`config.mk`:
```
export PLATFORM = sky130hd
export DESIGN_NAME = bsg_tag_cfg_sequencer
export DESIGN_NICKNAME = d
export VERILOG_FILES = /design/src/rtl/bsg_tag_cfg_sequencer.sv
export SDC_FILE = /design/constraint.sdc
export NUM_CORES = 1
export LEC_CHECK = 0
export CORE_MARGIN = 2
export CORE_UTILIZATION = 52
export CTS_BUF_LIST = sky130_fd_sc_hd__clkbuf_8
export CTS_CLUSTER_DIAMETER = 120
export DETAILED_ROUTE_END_ITERATION = 16
export GPL_ROUTABILITY_DRIVEN = 0
export PLACE_DENSITY = 0.89
export SETUP_SLACK_MARGIN = 0.05
export SLEW_MARGIN = 40
export SYNTH_ARGS = -nofsm -noshare
export SYNTH_HDL_FRONTEND = slang
export SYNTH_SLANG_ARGS = --single-unit
```
`constraint.sdc`:
```
create_clock -name clk_i -period 4.9 [get_ports clk_i]
set_input_delay 0.98 -clock clk_i [delete_from_list [all_inputs] [get_ports clk_i]]
set_output_delay 0.98 -clock clk_i [all_outputs]
set_load 0.005 [all_outputs]
```
`src/rtl/bsg_tag_cfg_sequencer.sv`:
```
// bsg_tag master: arbitrates cfg requesters, shifts one tag packet per grant (BSG_TAG_CFG_SEQ_ROUND_ROBIN_EN selects round-robin).
// Latency: yumi_o in cycle t, start bit on tag_data_o in cycle t+1; packet is 2+lg_w_lp+lg_els_lp+len bits.
// Backpressure: requests wait (no yumi) during INIT, packet and gap; v_i may drop before yumi at no cost.
module bsg_tag_cfg_sequencer #(
    parameter int num_req_p     = 4,
    parameter int els_p         = 4,
    parameter int max_payload_p = 8,
    parameter int init_idle_p   = 16,
    parameter int gap_p         = 2,
    localparam int lg_els_lp    = $clog2(els_p + 1),
    localparam int lg_w_lp      = $clog2(max_payload_p + 1)
) (
    input  logic                               clk_i,
    input  logic                               reset_n_i,
    input  logic [num_req_p-1:0]               v_i,
    input  logic [num_req_p*lg_els_lp-1:0]     id_i,
    input  logic [num_req_p-1:0]               dnr_i,
    input  logic [num_req_p*lg_w_lp-1:0]       len_i,
    input  logic [num_req_p*max_payload_p-1:0] data_i,
    output logic [num_req_p-1:0]               yumi_o,
    output logic                               tag_en_o,
    output logic                               tag_data_o,
    output logic                               busy_o,
    output logic                               len_err_o
);

    localparam int hdr_bits_lp = 2 + lg_w_lp + lg_els_lp;
    localparam int pkt_bits_lp = hdr_bits_lp + max_payload_p;
    localparam int cnt_w_lp    = $clog2(pkt_bits_lp + 1);
    localparam int init_w_lp   = $clog2(init_idle_p + 1);
    localparam int gap_w_lp    = $clog2(gap_p + 1);
    localparam int lg_req_lp   = (num_req_p > 1) ? $clog2(num_req_p) : 1;

    typedef enum logic [2:0] {S_INIT, S_IDLE, S_HDR, S_PAY, S_GAP} state_e;

    state_e                 state_r;
    logic [init_w_lp-1:0]   idle_cnt_r;
    logic [gap_w_lp-1:0]    gap_cnt_r;
    logic [cnt_w_lp-1:0]    bit_cnt_r;
    logic [cnt_w_lp-1:0]    total_r;
    logic [pkt_bits_lp-2:0] pkt_sr_r;
    logic                   tag_en_r;
    logic                   tag_data_r;
    logic                   len_err_r;

    logic [lg_req_lp-1:0]     win_idx;
    logic                     win_found;
    logic [lg_els_lp-1:0]     win_id;
    logic                     win_dnr;
    logic [lg_w_lp-1:0]       win_len_raw;
    logic [lg_w_lp-1:0]       win_len;
    logic [max_payload_p-1:0] win_data;
    logic                     len_over;
    logic                     accept;

`ifdef BSG_TAG_CFG_SEQ_ROUND_ROBIN_EN
    // Search starts just after the last winner, so it drops to lowest priority.
    logic [lg_req_lp-1:0] last_win_r;

    always_ff @(posedge clk_i or negedge reset_n_i) begin
        if (!reset_n_i)
            last_win_r <= lg_req_lp'(num_req_p - 1);
        else if (accept)
            last_win_r <= win_idx;
    end

    always_comb begin
        win_idx   = '0;
        win_found = 1'b0;
        for (int i = 0; i < num_req_p; i++) begin
            if (!win_found && v_i[(int'(last_win_r) + 1 + i) % num_req_p]) begin
                win_found = 1'b1;
                win_idx   = lg_req_lp'((int'(last_win_r) + 1 + i) % num_req_p);
            end
        end
    end
`else
    always_comb begin
        win_idx   = '0;
        win_found = 1'b0;
        for (int i = num_req_p - 1; i >= 0; i--) begin
            if (v_i[i]) begin
                win_found = 1'b1;
                win_idx   = lg_req_lp'(i);
            end
        end
    end
`endif

    assign win_id      = id_i[win_idx*lg_els_lp +: lg_els_lp];
    assign win_dnr     = dnr_i[win_idx];
    assign win_len_raw = len_i[win_idx*lg_w_lp +: lg_w_lp];
    assign win_data    = data_i[win_idx*max_payload_p +: max_payload_p];
    assign len_over    = win_len_raw > lg_w_lp'(max_payload_p);
    assign win_len     = len_over ? lg_w_lp'(max_payload_p) : win_len_raw;
    assign accept      = (state_r == S_IDLE) && win_found;

    always_comb begin
        yumi_o = '0;
        if (accept)
            yumi_o[win_idx] = 1'b1;
    end

    // Start bit goes straight to the output register; the rest of the packet is
    // held LSB-first in pkt_sr_r and bit_cnt_r is the index of the next bit out.
    always_ff @(posedge clk_i or negedge reset_n_i) begin
        if (!reset_n_i) begin
            state_r    <= S_INIT;
            idle_cnt_r <= '0;
            gap_cnt_r  <= '0;
            bit_cnt_r  <= '0;
            total_r    <= '0;
            pkt_sr_r   <= '0;
            tag_en_r   <= 1'b0;
            tag_data_r <= 1'b0;
            len_err_r  <= 1'b0;
        end else begin
            case (state_r)
                S_INIT: begin
                    if (idle_cnt_r == init_w_lp'(init_idle_p - 1))
                        state_r <= S_IDLE;
                    else
                        idle_cnt_r <= idle_cnt_r + init_w_lp'(1);
                end
                S_IDLE: begin
                    if (accept) begin
                        tag_en_r   <= 1'b1;
                        tag_data_r <= 1'b1;
                        pkt_sr_r   <= {win_data, win_dnr, win_id, win_len};
                        bit_cnt_r  <= cnt_w_lp'(1);
                        total_r    <= cnt_w_lp'(hdr_bits_lp) + cnt_w_lp'(win_len);
                        len_err_r  <= len_err_r | len_over;
                        state_r    <= S_HDR;
                    end
                end
                S_HDR, S_PAY: begin
                    if (bit_cnt_r < total_r) begin
                        tag_data_r <= pkt_sr_r[0];
                        pkt_sr_r   <= pkt_sr_r >> 1;
                        bit_cnt_r  <= bit_cnt_r + cnt_w_lp'(1);
                        state_r    <= (bit_cnt_r >= cnt_w_lp'(hdr_bits_lp)) ? S_PAY : S_HDR;
                    end else begin
                        tag_en_r   <= 1'b0;
                        tag_data_r <= 1'b0;
                        gap_cnt_r  <= '0;
                        state_r    <= S_GAP;
                    end
                end
                S_GAP: begin
                    if (gap_cnt_r == gap_w_lp'(gap_p - 1))
                        state_r <= S_IDLE;
                    else
                        gap_cnt_r <= gap_cnt_r + gap_w_lp'(1);
                end
                default: state_r <= S_INIT;
            endcase
        end
    end

    assign tag_en_o   = tag_en_r;
    assign tag_data_o = tag_data_r;
    assign len_err_o  = len_err_r;
    assign busy_o     = (state_r == S_HDR) || (state_r == S_PAY) || (state_r == S_GAP);

endmodule

```
---- Word-level counts from Yosys, hierarchy flattened ----
Index checks and enable logic that the tools add are counted.
word-level totals
  bits in registers ....................... 39
  input bits .............................. 70
  word-level logic and storage cells ...... 85
  output and inout bits ................... 8
cells by class
  bitwise operators ....................... 2
  multiply operators ...................... 1
  order comparisons ....................... 5
  reduce and logical (&&, ||, !) cells .... 15
  equality and inequality tests ........... 12
  multiplexer cells ....................... 34
  add/sub/neg operators ................... 4
  shifts and indexed selects .............. 3
operators with widths
  cell                                                               count
  two-way mux 16 bit                                                 2
  case mux 16 bit (2 select lines)                                   1
  variable part select 32 x 6 -> 8 bit                               1
  variable part select 16 x 5 -> 4 bit                               1
  two-way mux 2 bit                                                  6
  two-way mux 3 bit                                                  4
  != test 2 bit, second input constant                               6
  case mux 3 bit (4 select lines)                                    1
  AND reduction 3 bit                                                4
  variable part select 12 x 5 -> 3 bit                               1
  adder 5 x 1 -> 5 bit, second input constant                        2
  two-way mux 1 bit                                                  10
  two-way mux 5 bit                                                  2
  case mux 5 bit (2 select lines)                                    1
  two-way mux 4 bit                                                  2
  == test 3 x 2 -> 1 bit, second input constant                      2
  AND reduction 2 bit                                                3
  adder 4 x 4 -> 5 bit, first input constant                         1
  == test 5 x 4 -> 1 bit, second input constant                      1
  greater-or-equal comparator 5 x 4 -> 1 bit, second input constant  1
  < comparator 5 bit                                                 1
  > comparator 4 bit, second input constant                          1
  multiplier 2 x 2 -> 4 bit, second input constant                   1
  case mux 1 bit (2 select lines)                                    2
  16 further kinds                                                   19

---- Longest topological paths before layout ----
Gate-level depths: netlist (run 1).
  word-level depth ........................ 9
  mapped depth ............................ 10
  mapped depth without buffers ............ 8

---- Least setup slack after synthesis (run 1) ----
No wires, ideal clock.
  kind .................................... input to output
  from .................................... input v_i[1]
  to ...................................... output yumi_o[3]
  path buffers ............................ 2
  arrival ................................. 2.038 ns
  setup slack ............................. 1.882 ns
  required time ........................... 3.920 ns
  cell stages on the path ................. 4
  cells stage by stage .................... buf_2 > nor4b_1 > clkbuf_1 > and2_1
on the way
  word-level cells in the longest chain between the ends .. 7
  elaborated cells between the ends (all ways) .. 11
  classes of those cells .................. order compare: 2; mux: 7; reduce/logical: 2
ends and longest elaborated chain
  element                                                                                                                 line  source
  from (decl)                                                                                                             15    input logic [num_req_p-1:0] v_i,
  two-way mux 2 bit (2 in series)                                                                                         82    if (v_i[i]) begin
  < comparator 2 x 3 -> 1 bit (implied by the code) / greater-or-equal comparator 2 x 1 -> 1 bit (equally long branches)  101   yumi_o[win_idx] = 1'b1;
  logical AND 1 bit (implied by the code)                                                                                 101
  two-way mux 1 bit (implied by the code)                                                                                 101
  demux 1 bit (select 2 bit)                                                                                              101
  two-way mux 4 bit (*)                                                                                                   100   if (accept)
  to (decl)                                                                                                               20    output logic [num_req_p-1:0] yumi_o,
Mark *: on every way between the ends. The rest lies on a longest branch, timed or not.

---- Final worst setup path (run 1) ----
  from .................................... input v_i[1]
  to ...................................... output yumi_o[2]
Same word-level chain as after synthesis.

==> flow_summary.yaml, run 1 <==
route:
  dr_wl_met3_um: 374
  drt_iter0_drc: 129
  route.met2.wl_mm: 2.94
  ant_nets: 0
  vias: 2312
  routed_wl_mm: 6.18
  drc: 0
  drt-met1-wl_mm: 2.75
  drtPass1Iterations: 4
  vias_per_cell: 5.78
  top_layer_used: "met4"
  avgRoutedWirePerCell_um: 15.4
timing:
  fmax_mhz: 255
  period_share: 0.801
  hold_viol_final: 0
  slew_headroom: 0.613
  tightest_slew_ns: 0.578
  drv_slew: 0
  rsz0062_at_grt: "no"
  setup_viol: 0
  min_period_ns: 3.92
  tns_ns: 0
  worst_clock_skew_ns: 0.00623
global_routing:
  grt_pass1_wl_mm: 10.2
  track_usage: 0.246
  grt_pass1_vias: 2251
  grt.overflow.total: 0
  antenna_found_initial: 0
  grt_max_degree: 40
logic_synthesis:
  ys_types: 51
  synth_area_leaders: "dfrtp_1 (39%), mux2i_1 (5.9%), ha_1 (4.9%), o21ai_0 (4.4%), a22o_1 (4.2%)"
  avgSynthCellArea_um2: 9.20
  synth_top_flop_cell: "dfrtp_1"
  async_flop_share: 1.00
  syn_area_um2: 2530
  synth_top_area_frac: 0.386
  ys_warn_count: 0
  ys_seq_area_frac: 0.386
  synth_cells: 275
  synth_edf_count: 0
  yosys.area.top_type: "dfrtp_1"
  ys_ff_latch: 39
  syn_nets: 355
pwr:
  power_mw: 1.62
  peakVddDrop_uv: 279
  powerDensity_nw_per_um2: 474
  leakage_nw: 1.47
final_layout:
  antenna_cells: 0
  area_growth_pct: 35.4
  layout_common_cells: "clkdlybuf4s50_1 (76), dfrtp_1 (39), o21ai_0 (22), inv_1 (21), nand2_1 (20)"
  drive_above_1_share: 0.0809
  mostFrequentLayoutCell: "clkdlybuf4s50_1"
  nets: 426
die:
  pin_count: 78
  coreArea_um2: 4690
  dieArea_um2: 5440
  num_rows: 25
  die_h_um: 73.7
  die_w_um: 73.7
  initial_core_util: 0.539
clocking:
  ctsResizeCount: 0
  post_cts.repair.setup_buffers: 0
  clock_latency_ns: 0.29
  cts_buffer_depth: 2
  cts.sinks: 39
  cts_root_buf: "clkbuf_8"
  cts_tree: "done"
  cts.htree.levels: 2
  clk_pin_slew_ns: 0.07
  numCtsBuffers: 5
  hold_buffers: 0
setup_path:
  cp.required_ns: 3.92
  critPathKind: "in2out"
  cp_data_arrival_time_ns: 2.94
  end_kind: "output pin"
  crit_fanout: 17
  crit_path_start_kind: "input pin"
placed_design:
  io_buffers: 77
  dp_hpwl_mm: 4.69
run:
  cap_violations: 0
outcome:
  outcome: "complete, no violations"
min_path:
  hold_path_class: "reg2reg"
worst paths after layout:
check	from	end	slack, ns	depth (start not counted)
worst max-delay path	v_i[1]	yumi_o[2]	0.98	6
worst max register to register	idle_cnt_r[0]	pkt_sr_r[0]	2.15	8
max in group asynchronous	reset_n_i	pkt_sr_r[0]	3.92	1
worst min-delay path	len_err_o	len_err_o	0.48	1
min in group asynchronous	reset_n_i	bit_cnt_r[4]	0.65	1
worst min register to register	len_err_o	len_err_o	0.48	1
Yosys cell counts (3+ instances only):
cell / instances
ha_1: 10
a22o_1: 12
and3_1: 3
mux2i_1: 15
o21ai_0: 22
nand2b_1: 4
nand3_1: 3
nor2_1: 9
a22oi_1: 11
and2_1: 3
nor3b_1: 6
mux2_2: 6
a31oi_1: 3
clkbuf_1: 8
nor2b_1: 7
inv_1: 21
dfrtp_1: 39
o31ai_1: 7
nand3b_1: 3
a21oi_1: 11
o22ai_1: 12
buf_2: 6
nand2_1: 21
flip-flops by register name, summed over array words and instances (netlist names):
register / flops
pkt_sr_r: 16
tag_data_o: 1
tag_en_o: 1
idle_cnt_r: 5
state_r: 3
gap_cnt_r: 2
total_r: 5
bit_cnt_r: 5
len_err_o: 1
stage by stage:
stage | area [µm²] | hold WS, ns | worst slack, ns | cells | utilization
2_1_floorplan | 2530 | 0.438 | 1.88 | 275 | -
3_3_place_gp | 3320 | 0.454 | 1.02 | 393 | 0.707
3_5_place_dp | 3330 | 0.468 | 1.02 | 393 | 0.709
4_1_cts | 3410 | 0.484 | 1.00 | 400 | 0.728
5_1_grt | 3420 | 0.501 | 0.883 | 400 | 0.730
6_report | 3420 | 0.482 | 0.976 | 400 | 0.730
power breakdown:
| group | internal, mW | switching [mW] | total, mW |
|---|---|---|---|
| clock network | 0.110 | 0.106 | 0.216 |
| registers | 0.460 | 0.102 | 0.562 |
| logic | 0.408 | 0.436 | 0.844 |
kinds of logic after synthesis:
logic type               Yosys count  synth area share
buffers and inverters             39            0.0653
flip-flops                        39             0.386
AO/OA/AOI/OAI                     93             0.245
adder cells (fa/ha/maj)           10            0.0495
AND/OR/NAND/NOR                   69             0.153
multiplexers                      22            0.0905
XOR/XNOR                           3            0.0104
per-layer routing:
layer,track usage,vias to the layer above
met5,0,-
met4,0.103,0
met3,0.0700,10
met2,0.393,84
met1,0.310,1072
li1,-,1146
worst max-delay path: stages:
cell	delay, ns
clkdlybuf4s50_1	0.63
buf_4	0.31
nor2b_1	0.12
buf_4	0.18
nor3b_1	0.19
clkdlybuf4s50_1	0.53
area by class of cell:
| cell class | count | area, µm² |
|---|---|---|
| Clock inverter | 1 | 5.00 |
| Timing Repair Buffer | 82 | 806 |
| Clock buffer | 6 | 82.6 |
| Tap cell | 54 | 67.6 |
| Fill cell | 350 | 1270 |
| Sequential cell | 39 | 976 |
| Inverter | 21 | 78.8 |
| Multi-Input combinational cell | 197 | 1410 |
Note: power is estimated with default switching activity, not from simulation.
==> run 2: changes to the inputs <==
CORE_UTILIZATION = 49   (was 52)
PLACE_DENSITY = 0.84   (was 0.89)
clock period = 4.05 ns   (was 4.9 ns; I/O delays follow)
==> flow_summary.yaml, run 2 (same netlist as run 1, synthesis figures left out) <==
pwr:
  powerDensity_nw_per_um2: 569
  peakVddDrop_uv: 225
  leakage_nw: 1.47
  internal-power_mw: 1.20
  p_switching_mw: 0.767
  switching_share: 0.390
  p_clk_frac: 0.146
  power.share.combinational: 0.508
  seqPwrFrac: 0.345
final_layout:
  layout_common_cells: "clkdlybuf4s50_1 (76), dfrtp_1 (39), o21ai_0 (22), inv_1 (21), nand2_1 (21)"
  mostFrequentLayoutCell: "clkdlybuf4s50_1"
  area_growth_pct: 36.8
  largest_register_ffs: 16
  drive_above_1_share: 0.0805
  nets: 427
  antenna_cells: 0
  final_cells: 418
  finalInstanceArea_um2: 3460
  fill_cells: 396
  top_register: "pkt_sr_r"
die:
  num_rows: 26
  coreArea_um2: 5040
  pin_count: 78
  dieArea_um2: 5750
  die_h_um: 75.8
  die_w_um: 75.8
  initial_core_util: 0.501
clocking:
  hold_buffers: 0
  clock_latency_ns: 0.29
  cts.sinks: 39
  numCtsBuffers: 5
  cts_buffer_depth: 2
  cts.htree.levels: 2
  cts_root_buf: "clkbuf_8"
  cts_tree: "done"
  clk_pin_slew_ns: 0.07
  ctsResizeCount: 0
  post_cts.repair.setup_buffers: 0
global_routing:
  track_usage: 0.224
  grt_pass1_wl_mm: 9.91
  grt.overflow.total: 0
  grt_pass1_vias: 2291
  antenna_found_initial: 0
  grt_max_degree: 40
setup_path:
  cp_data_arrival_time_ns: 2.60
  reg2reg_from: "state_r[2]"
  critPathKind: "in2out"
  r2r_slack_ns: 1.28
  cp.required_ns: 3.24
  crit_fanout: 14
  end_kind: "output pin"
  reg2reg_depth: 6
  crit_path_start_kind: "input pin"
  crit-reg2reg-capture: "pkt_sr_r[9]"
timing:
  drv_slew: 0
  hold_viol_final: 0
  tns_ns: 0
  min_period_ns: 3.41
  setup_viol: 0
  fmax_mhz: 293
  tightest_slew_ns: 0.759
  holdWs_ns: 0.475
  worst_clock_skew_ns: 0.00929
  period_share: 0.842
  slew_headroom: 0.493
  rsz0062_at_grt: "no"
route:
  drt_iter0_drc: 120
  vias_per_cell: 5.55
  drc: 0
  ant_nets: 0
  routed_wl_mm: 5.92
  avgRoutedWirePerCell_um: 14.2
  vias: 2319
  drtPass1Iterations: 4
placed_design:
  dp.cells: 410
  place_area_um2: 3350
  dp_hpwl_mm: 4.66
  io_buffers: 77
min_path:
  hold_path_class: "in2async"
outcome:
  outcome: "complete, no violations"
run:
  cap_violations: 0
-- run 2: cell type report --
class	count	area, µm²	area share
flip-flops and latches	39	976	0.282
repair buffers	83	813	0.235
clock inverters	1	7.51	0.00217
multi-input cells	197	1400	0.405
well taps	70	87.6	0.0253
inverters	21	78.8	0.0228
clock buffers	7	96.3	0.0278
-- run 2: worst max-delay path by stage --
stage | from | cells after the start | end
6_report | v_i[2] | 4 | yumi_o[3]
5_1_grt | v_i[2] | 4 | yumi_o[3]
4_1_cts | v_i[2] | 4 | yumi_o[3]
3_5_place_dp | v_i[2] | 6 | pkt_sr_r[9]
3_3_place_gp | v_i[2] | 4 | yumi_o[2]
2_1_floorplan | v_i[1] | 4 | yumi_o[3]
-- run 2: stage by stage --
| stage | setup WS [ns] | power (mW) | util |
|---|---|---|---|
| detailed placement | 0.560 | 1.69 | 0.664 |
| CTS | 0.627 | 1.98 | 0.685 |
| finish | 0.639 | 1.97 | 0.686 |
| floorplan | 1.37 | 1.40 | - |
| global placement | 0.645 | 1.64 | 0.664 |
| global route | 0.533 | 2.15 | 0.686 |
-- run 2: layer usage --
layer / up-vias / global-route usage / share of wire / wire length (µm)
met5: - / 0 / 0 / 0
met4: 0 / 0.0799 / 0.015 / 87
met3: 7 / 0.0489 / 0.058 / 345
met2: 77 / 0.369 / 0.48 / 2850
met1: 1082 / 0.291 / 0.45 / 2640
li1: 1153 / - / - / -
-- run 2: power groups by stage --
| stage | combinational, mW | sequential, mW | clock, mW |
|---|---|---|---|
| 2_1_floorplan | 0.765 | 0.635 | 0 |
| 3_3_place_gp | 0.962 | 0.675 | 0 |
| 4_1_cts | 1.01 | 0.675 | 0.292 |
| 5_1_grt | 1.14 | 0.700 | 0.312 |
| 6_report | 1.00 | 0.680 | 0.288 |
| 3_5_place_dp | 1.01 | 0.679 | 0 |
-- run 2: critical path, stage by stage --
cell	delay (ns)
clkdlybuf4s50_1	0.66
nor4b_2	0.45
and2_1	0.18
clkdlybuf4s50_1	0.50
